File: src/rtl/tap_pkg.sv
`default_nettype none
// ============================================================================
// Module      : tap_pkg
// Description : Shared constants for the TAP deck controller and TAP player:
//               controller state encodings and TAP pulse timing (in clocks).
// Revision    : 1.0 - initial release
// ============================================================================
package tap_pkg;

  // Deck controller state encodings
  localparam logic [2:0] ST_IDLE  = 3'd0;
  localparam logic [2:0] ST_HDR0  = 3'd1;
  localparam logic [2:0] ST_HDR1  = 3'd2;
  localparam logic [2:0] ST_CHECK = 3'd3;
  localparam logic [2:0] ST_PLAY  = 3'd4;
  localparam logic [2:0] ST_PAUSE = 3'd5;
  localparam logic [2:0] ST_END   = 3'd6;

  // Standard ROM-loader pulse timings at 3.5 MHz, shared with the player
  localparam int T_PILOT      = 2168;
  localparam int T_SYNC1      = 667;
  localparam int T_SYNC2      = 735;
  localparam int T_BIT0       = 855;
  localparam int T_BIT1       = 1710;
  localparam int N_PILOT_HDR  = 8063;
  localparam int N_PILOT_DATA = 3223;

  // Tape motor runs whenever the deck is actively walking the image
  function automatic logic motor_on(input logic [2:0] st);
    return (st == ST_HDR0) || (st == ST_HDR1) || (st == ST_CHECK) ||
           (st == ST_PLAY) || (st == ST_PAUSE);
  endfunction

endpackage
`default_nettype wire

File: src/rtl/tap_pause_timer.sv
`default_nettype none
// ============================================================================
// Module      : tap_pause_timer
// Description : Loadable down-counter timing the silence between tape blocks.
//               Load wins over count; counting stops at zero.
// Revision    : 1.0 - initial release
// ============================================================================
module tap_pause_timer #(
  parameter int CNT_W = 22
) (
  input  logic             clock,
  input  logic             reset_n,
  input  logic             i_load,
  input  logic [CNT_W-1:0] i_load_value,
  input  logic             i_enable,
  output logic             o_zero
);

  logic [CNT_W-1:0] r_count;

  // Load a new pause length or count down towards zero
  always_ff @(posedge clock) begin
    if (!reset_n) begin
      r_count <= '0;
    end else if (i_load) begin
      r_count <= i_load_value;
    end else if (i_enable && (r_count != '0)) begin
      r_count <= r_count - 1'b1;
    end
  end

  assign o_zero = (r_count == '0);

endmodule
`default_nettype wire

File: src/rtl/tap_deck_ctrl.sv
`default_nettype none
// ============================================================================
// Module      : tap_deck_ctrl
// Description : TAP tape-deck controller. Arbitrates the tape RAM between the
//               host loader and the player, walks the image block by block
//               via the 2-byte length headers, gates the player's play input,
//               inserts inter-block pauses and handles play/stop/rewind keys.
// Revision    : 1.0 - initial release
// ============================================================================
module tap_deck_ctrl
  import tap_pkg::*;
#(
  parameter int PAUSE_CYCLES = 3500000,
  parameter int CNT_W        = 22
) (
  input  logic        clock,
  input  logic        reset_n,
  input  logic        key_play,
  input  logic        key_stop,
  input  logic        key_rewind,
  input  logic        host_we,
  input  logic [15:0] host_addr,
  input  logic [7:0]  host_data,
  input  logic        host_len_we,
  input  logic [15:0] host_len,
  output logic        host_ready,
  output logic [15:0] mem_addr,
  output logic        mem_we,
  output logic [7:0]  mem_wdata,
  input  logic [7:0]  mem_rdata,
  input  logic [15:0] player_addr,
  output logic [7:0]  player_data,
  output logic        player_play,
  output logic        player_rst_n,
  output logic        motor,
  output logic [7:0]  block_num,
  output logic        at_end,
  output logic        err_trunc
);

  localparam logic [CNT_W-1:0] PAUSE_LOAD = CNT_W'(PAUSE_CYCLES - 1);

  logic [2:0]  r_state;
  logic [15:0] r_cur_block;
  logic [15:0] r_image_len;
  logic [15:0] r_blk_end;
  logic [15:0] r_len;
  logic [7:0]  r_block_num;
  logic        r_stop_pend;
  logic        r_err_trunc;
  logic        r_rst_pulse;

  logic        w_len_load;
  logic        w_blk_done;
  logic        w_stop_now;
  logic        w_pause_load;
  logic        w_pause_zero;
  logic [16:0] w_hdr_next;
  logic [16:0] w_blk_e;

  // Host owns the RAM only while the deck is parked
  assign host_ready = (r_state == ST_IDLE) || (r_state == ST_END);
  assign mem_we     = host_we & host_ready;
  assign mem_wdata  = host_data;
  assign w_len_load = host_len_we & host_ready;

  // Header/end arithmetic kept 17-bit so an overrun past 0xFFFF is still seen
  assign w_hdr_next = {1'b0, r_cur_block} + 17'd2;
  assign w_blk_e    = w_hdr_next + {1'b0, r_len};

  assign w_blk_done   = (r_state == ST_PLAY) && (player_addr == r_blk_end);
  assign w_stop_now   = r_stop_pend | key_stop;
  assign w_pause_load = w_blk_done && !key_rewind && !w_stop_now &&
                        (r_blk_end < r_image_len);

  // RAM address mux: host when parked, header bytes while parsing, else player
  always_comb begin
    mem_addr = player_addr;
    case (r_state)
      ST_IDLE, ST_END: mem_addr = host_addr;
      ST_HDR0:         mem_addr = r_cur_block;
      ST_HDR1:         mem_addr = r_cur_block + 16'd1;
      default:         mem_addr = player_addr;
    endcase
  end

  assign player_data  = mem_rdata;
  // Combinational so play drops the very cycle the player reaches the block end
  assign player_play  = (r_state == ST_PLAY) && (player_addr != r_blk_end);
  assign player_rst_n = reset_n & ~r_rst_pulse;
  assign motor        = motor_on(r_state);
  assign at_end       = (r_state == ST_END);
  assign block_num    = r_block_num;
  assign err_trunc    = r_err_trunc;

  tap_pause_timer #(
    .CNT_W (CNT_W)
  ) u_pause_timer (
    .clock        (clock),
    .reset_n      (reset_n),
    .i_load       (w_pause_load),
    .i_load_value (PAUSE_LOAD),
    .i_enable     (r_state == ST_PAUSE),
    .o_zero       (w_pause_zero)
  );

  // Deck sequencer: rewind > new image > stop > play
  always_ff @(posedge clock) begin
    if (!reset_n) begin
      r_state     <= ST_IDLE;
      r_cur_block <= '0;
      r_image_len <= '0;
      r_blk_end   <= '0;
      r_len       <= '0;
      r_block_num <= '0;
      r_stop_pend <= 1'b0;
      r_err_trunc <= 1'b0;
      r_rst_pulse <= 1'b0;
    end else begin
      r_rst_pulse <= 1'b0;
      if (key_rewind || w_len_load) begin
        // Rewinding also resets the player so its address realigns with 0
        if (!key_rewind) begin
          r_image_len <= host_len;
        end
        r_rst_pulse <= 1'b1;
        r_cur_block <= '0;
        r_block_num <= '0;
        r_stop_pend <= 1'b0;
        r_err_trunc <= 1'b0;
        r_state     <= ST_IDLE;
      end else begin
        case (r_state)
          ST_IDLE: begin
            if (key_play) begin
              r_state <= (r_cur_block >= r_image_len) ? ST_END : ST_HDR0;
            end
          end
          ST_HDR0: begin
            if (key_stop) r_stop_pend <= 1'b1;
            r_len[7:0] <= mem_rdata;
            r_state    <= ST_HDR1;
          end
          ST_HDR1: begin
            if (key_stop) r_stop_pend <= 1'b1;
            r_len[15:8] <= mem_rdata;
            r_state     <= ST_CHECK;
          end
          ST_CHECK: begin
            if (key_stop) r_stop_pend <= 1'b1;
            if (r_len == 16'd0) begin
              // Empty block: skip its header and carry on
              r_cur_block <= w_hdr_next[15:0];
              r_state     <= (w_hdr_next >= {1'b0, r_image_len}) ? ST_END : ST_HDR0;
            end else if (w_blk_e > {1'b0, r_image_len}) begin
              r_err_trunc <= 1'b1;
              r_state     <= ST_END;
            end else begin
              r_blk_end <= w_blk_e[15:0];
              r_state   <= ST_PLAY;
            end
          end
          ST_PLAY: begin
            if (w_blk_done) begin
              r_cur_block <= r_blk_end;
              r_block_num <= r_block_num + 8'd1;
              if (w_stop_now) begin
                r_stop_pend <= 1'b0;
                r_state     <= ST_IDLE;
              end else if (r_blk_end >= r_image_len) begin
                r_state <= ST_END;
              end else begin
                r_state <= ST_PAUSE;
              end
            end else if (key_stop) begin
              r_stop_pend <= 1'b1;
            end
          end
          ST_PAUSE: begin
            if (key_stop) begin
              r_stop_pend <= 1'b0;
              r_state     <= ST_IDLE;
            end else if (w_pause_zero) begin
              r_state <= ST_HDR0;
            end
          end
          ST_END: begin
            r_state <= ST_END;
          end
          default: begin
            r_state <= ST_IDLE;
          end
        endcase
      end
    end
  end

endmodule
`default_nettype wire

File: config.mk
export PLATFORM = sky130hd
export DESIGN_NAME = tap_deck_ctrl
export DESIGN_NICKNAME = d
export VERILOG_FILES = /design/src/rtl/tap_pkg.sv /design/src/rtl/tap_pause_timer.sv /design/src/rtl/tap_deck_ctrl.sv
export SDC_FILE = /design/constraint.sdc
export NUM_CORES = 1
export LEC_CHECK = 0
export CORE_AREA = 2 2 146 148
export CTS_CLUSTER_DIAMETER = 30
export DETAILED_ROUTE_END_ITERATION = 16
export DIE_AREA = 0 0 148 150
export HOLD_SLACK_MARGIN = 0.08
export PLACE_DENSITY = 0.57
export SYNTH_ARGS = -nofsm -noshare
export SYNTH_HDL_FRONTEND = slang
export SYNTH_SLANG_ARGS = --single-unit
File: constraint.sdc
create_clock -name clock -period 6.44 [get_ports clock]
set_input_delay 1.288 -clock clock [delete_from_list [all_inputs] [get_ports clock]]
set_output_delay 1.288 -clock clock [all_outputs]
set_load 0.05 [all_outputs]
==> run_summary.xml, run 1 <==
<?xml version="1.0" encoding="UTF-8"?>
<metrics>
  <group name="run_status">
    <metric name="outcome" unit="">completed</metric>
  </group>
  <group name="cts">
    <metric name="clock-sinks" unit="">100</metric>
    <metric name="root_cell_of_the_clock_tree" unit="">sky130_fd_sc_hd__clkbuf_16</metric>
    <metric name="number_of_post_cts_setup_repair_buffers" unit="">0</metric>
    <metric name="cts_inserted_buffers" unit="">9</metric>
    <metric name="number_of_hold_buffers_added_after_cts" unit="">0</metric>
    <metric name="clock_latency_reported_for_the_late_side_of_the_worst_skew_pair" unit="ns">0.37</metric>
    <metric name="tritoncts_clock_tree" unit="">yes</metric>
    <metric name="post_cts_gate_resize_count" unit="">0</metric>
    <metric name="cts.reportedPaths.clkPinSlew" unit="ns">0.08</metric>
    <metric name="cts_max_path_buffers" unit="">2</metric>
    <metric name="cts_htree_levels" unit="">3</metric>
  </group>
  <group name="sta">
    <metric name="slew_at_the_pin_closest_to_its_max_slew_limit" unit="ns">1.16</metric>
    <metric name="max_freq" unit="MHz">176</metric>
    <metric name="rsz0062_at_grt" unit="">no</metric>
    <metric name="min_period_over_period" unit="">0.882</metric>
    <metric name="slew_headroom" unit="">0.224</metric>
    <metric name="final.hold.worst_slack" unit="ns">0.459</metric>
    <metric name="final_hold_viol_count" unit="">0</metric>
    <metric name="timing.clock.skew" unit="ns">0.0113</metric>
    <metric name="finalSetupViolCount" unit="">0</metric>
    <metric name="slew_violations" unit="">0</metric>
    <metric name="totalNegativeSetupSlack" unit="ns">0</metric>
    <metric name="period_needed" unit="ns">5.68</metric>
  </group>
  <group name="power_and_ir_drop">
    <metric name="pwr_density_cell" unit="nW/um^2">171</metric>
    <metric name="power_leakage" unit="nW">3.64</metric>
    <metric name="power.switching_fraction" unit="">0.329</metric>
    <metric name="sequentialPowerShare" unit="">0.389</metric>
    <metric name="maximum_vdd_ir_drop" unit="uV">108</metric>
    <metric name="power.share.clock" unit="">0.371</metric>
    <metric name="power" unit="mW">1.62</metric>
    <metric name="comb_power_share" unit="">0.239</metric>
    <metric name="switchingPower" unit="uW">534</metric>
    <metric name="intPower" unit="mW">1.09</metric>
  </group>
  <group name="critical_path">
    <metric name="category_of_cells_accounting_for_the_largest_share_of_critical_path_delay" unit="">simple AND/OR/NAND/NOR gates</metric>
    <metric name="timing.critical_path.mode_cell" unit="">sky130_fd_sc_hd__ha_1</metric>
    <metric name="cp_cell_sequence" unit="">ha_1 -&gt; and3_1 -&gt; nand3_1 -&gt; nor3_1 -&gt; xor2_1 -&gt; ha_1 -&gt; or4_1 -&gt; o311ai_0 -&gt; a311o_1 -&gt; ha_1 -&gt; nand3_1 -&gt; nor2_1 -&gt; a221oi_1 -&gt; a31oi_1 -&gt; a211oi_4 -&gt; and3_1 -&gt; mux2i_1</metric>
    <metric name="timing.critical_path.slowest_stage_cell" unit="">sky130_fd_sc_hd__and3_1</metric>
    <metric name="startpoint_type" unit="">flop</metric>
    <metric name="worst-setup-path-type" unit="">flop to flop</metric>
    <metric name="critical_path_buf_inv_count" unit="">0</metric>
    <metric name="path_max_fanout" unit="">14</metric>
    <metric name="critPathRequiredTime" unit="ns">6.74</metric>
    <metric name="slowest_delay" unit="ns">0.69</metric>
    <metric name="critical_path.endpoint_type" unit="">flop</metric>
    <metric name="arrival" unit="ns">5.98</metric>
  </group>
  <group name="cells_and_area">
    <metric name="filler_cells" unit="">2112</metric>
    <metric name="ant_diodes" unit="">0</metric>
    <metric name="nNetsFinal" unit="">1268</metric>
    <metric name="post_layout_nonfiller_instances" unit="">1390</metric>
    <metric name="fraction_of_layout_instances_using_a_drive_strength_above_1" unit="">0.0466</metric>
    <metric name="flow.area_growth_from_synthesis" unit="%">17.5</metric>
    <metric name="final_area" unit="sq um">9530</metric>
    <metric name="footprint_of_the_multi_input_gates" unit="sq um">5620</metric>
    <metric name="area.sequential" unit="sq um">2000</metric>
  </group>
  <group name="logic_synthesis">
    <metric name="yosys_most_used_dff" unit="">sky130_fd_sc_hd__dfxtp_1</metric>
    <metric name="synth.lib_cells_used.distinct" unit="">78</metric>
    <metric name="synth.cell_area" unit="sq um">8110</metric>
    <metric name="ys_async_sr_fraction" unit="">0</metric>
    <metric name="synth_edf_count" unit="">0</metric>
    <metric name="synth.top_cells.by_area" unit="">sky130_fd_sc_hd__dfxtp_1 25%, sky130_fd_sc_hd__ha_1 13%, sky130_fd_sc_hd__nand2_1 5.8%</metric>
    <metric name="post-synth-top-area-fraction" unit="">0.247</metric>
    <metric name="synth-seq-area-share" unit="">0.247</metric>
    <metric name="yosysWarnings" unit="">0</metric>
    <metric name="netlist.top_cell.by_area" unit="">sky130_fd_sc_hd__dfxtp_1</metric>
    <metric name="avgSynthCellArea" unit="sq um">7.69</metric>
    <metric name="syn_inst" unit="">1055</metric>
    <metric name="mappedNetlistNets" unit="">1213</metric>
    <metric name="ys_ff_latch" unit="">100</metric>
  </group>
  <group name="global_route">
    <metric name="grt_first_pass_wirelength" unit="mm">41.8</metric>
    <metric name="global_route_usage_over_all_layers" unit="">0.240</metric>
    <metric name="globalRouteOverflowTotal" unit="">0</metric>
    <metric name="grt_antenna_before_repair" unit="">0</metric>
    <metric name="grt_start_max_net_pins" unit="">54</metric>
    <metric name="vias_in_the_first_global_route" unit="">7655</metric>
  </group>
  <group name="floorplan">
    <metric name="die_area" unit="sq um">22200</metric>
    <metric name="initial_utilization" unit="">0.392</metric>
    <metric name="io-pin-count" unit="">118</metric>
    <metric name="die_x" unit="um">148</metric>
    <metric name="core_region_area" unit="sq um">20700</metric>
    <metric name="die_h" unit="um">150</metric>
    <metric name="std_cell_rows" unit="">53</metric>
  </group>
  <group name="placed_design">
    <metric name="dpl.hpwl" unit="mm">20.7</metric>
    <metric name="placed_cells_incl_taps" unit="">1374</metric>
    <metric name="port-buffer-count" unit="">101</metric>
    <metric name="post_dp_cell_area" unit="sq um">9210</metric>
    <metric name="place.gp.congestion" unit="">0.953</metric>
  </group>
  <group name="drt">
    <metric name="dr_drc_count" unit="">0</metric>
    <metric name="vias" unit="">7901</metric>
    <metric name="drt_pass1_iterations" unit="">5</metric>
    <metric name="ant_nets" unit="">0</metric>
    <metric name="dr.first_iter.drc_count" unit="">546</metric>
    <metric name="drt-vias-per-instance" unit="">5.68</metric>
    <metric name="routed_wirelength" unit="mm">26.4</metric>
    <metric name="wl_per_cell" unit="um">19.0</metric>
  </group>
  <group name="worst_hold_path">
    <metric name="min_path_type" unit="">flop to flop</metric>
  </group>
  <group name="job">
    <metric name="cap_violations" unit="">0</metric>
  </group>
</metrics>
[layout by cell type (no fill, tap or decap), drive strengths merged, types with 11 or more instances in the layout]
cell           instances
a21oi                 88
a221oi                16
a31oi                 22
and2                  12
buf                   14
clkdlybuf4s50        101
dfxtp                100
ha                    86
inv                   34
mux2i                 29
nand2                126
nand3                 26
nand4                 24
nor2                 119
nor2b                 12
nor3                  29
nor4                  12
o21ai                 30
o22ai                 34
o31ai                 11
xnor2                 45
xor2                  22
[path summary, 6_finish.rpt]
| path | slack (ns) | endpoint | cells after the start | from |
|---|---|---|---|---|
| hold / removal | 0.46 | err_trunc | 2 | err_trunc |
| setup reg to reg | 0.76 | r_blk_end[8] | 17 | r_cur_block[1] |
| setup / recovery | 0.76 | r_blk_end[8] | 17 | r_cur_block[1] |
| hold reg to reg | 0.46 | err_trunc | 2 | err_trunc |
[cells by family after synthesis]
family / share of synthesized area
adder cells (fa/ha/maj): 0.135
buffers and inverters: 0.0621
multiplexers: 0.0390
XOR/XNOR: 0.0723
AND/OR/NAND/NOR: 0.229
AO/OA/AOI/OAI: 0.216
flip-flops: 0.247
[per-stage QoR]
step,setup slack (ns),util
detailed placement,0.881,0.445
finish,0.763,0.461
floorplan,1.66,-
CTS,0.851,0.461
global route,0.355,0.461
global placement,1.02,0.445
[cells in the mapped netlist (all sizes together), types with 4 or more instances]
master,number
mux2i,29
buf,30
nor2,119
nand2,126
ha,86
o22ai,34
xor2,22
nor4,12
xnor2,45
and2,12
a21oi,88
a22oi,5
nand4,24
nor2b,12
or2,5
o31ai,11
a31oi,22
dfxtp,100
inv,31
nor3,29
or4,5
a21o,9
o21ai,30
a221oi,16
or3,7
o211ai,4
clkbuf,41
nand3,26
and3,9
a211oi,8
a22o,5
[layout make-up]
cell class / count / area share
clock inverter: 7 / 0.00985
timing repair buffer: 115 / 0.117
clock buffer: 9 / 0.0236
tap: 275 / 0.0361
inverter: 34 / 0.0140
sequential: 100 / 0.210
multi-input combinational: 850 / 0.589
[power by group through the flow]
stage	sequential, mW	clock, mW	combinational [mW]
final	0.633	0.603	0.389
after global routing	0.634	0.633	0.416
after CTS	0.633	0.614	0.389
after detailed placement	0.648	0	0.388
after global placement	0.647	0	0.387
after floorplan	0.645	0	0.259
[tightest hold or removal path, cell delays in order (launching register included)]
cell	delay [ns]
sky130_fd_sc_hd__dfxtp_1	0.32
sky130_fd_sc_hd__inv_1	0.05
sky130_fd_sc_hd__a21oi_1	0.05
[flip-flops by register name, summed over array words and instances (netlist names)]
signal	cells
block_num	8
err_trunc	1
r_blk_end	16
r_cur_block	16
r_image_len	16
r_len	16
r_rst_pulse	1
r_state	3
r_stop_pend	1
u_pause_timer.r_count	22
[per-layer routing]
layer	up-vias	track usage	wire, um
met2	236	0.405	12200
met4	0	0.102	858
met5	-	0	0
li1	3948	-	-
met1	3675	0.316	12200
met3	42	0.0213	1150
No activity file was read; power rests on OpenSTA's default activity.
==> inputs of run 2 (changes only) <==
--- a/config.mk
+++ b/config.mk
@@ -11,6 +11,7 @@
 export DIE_AREA = 0 0 148 150
 export HOLD_SLACK_MARGIN = 0.08
 export PLACE_DENSITY = 0.57
+export SLEW_MARGIN = 15
 export SYNTH_ARGS = -nofsm -noshare
 export SYNTH_HDL_FRONTEND = slang
 export SYNTH_SLANG_ARGS = --single-unit
==> results of run 2 <==
Same layout as run 1: the final DEF is identical, and so are final timing and power.
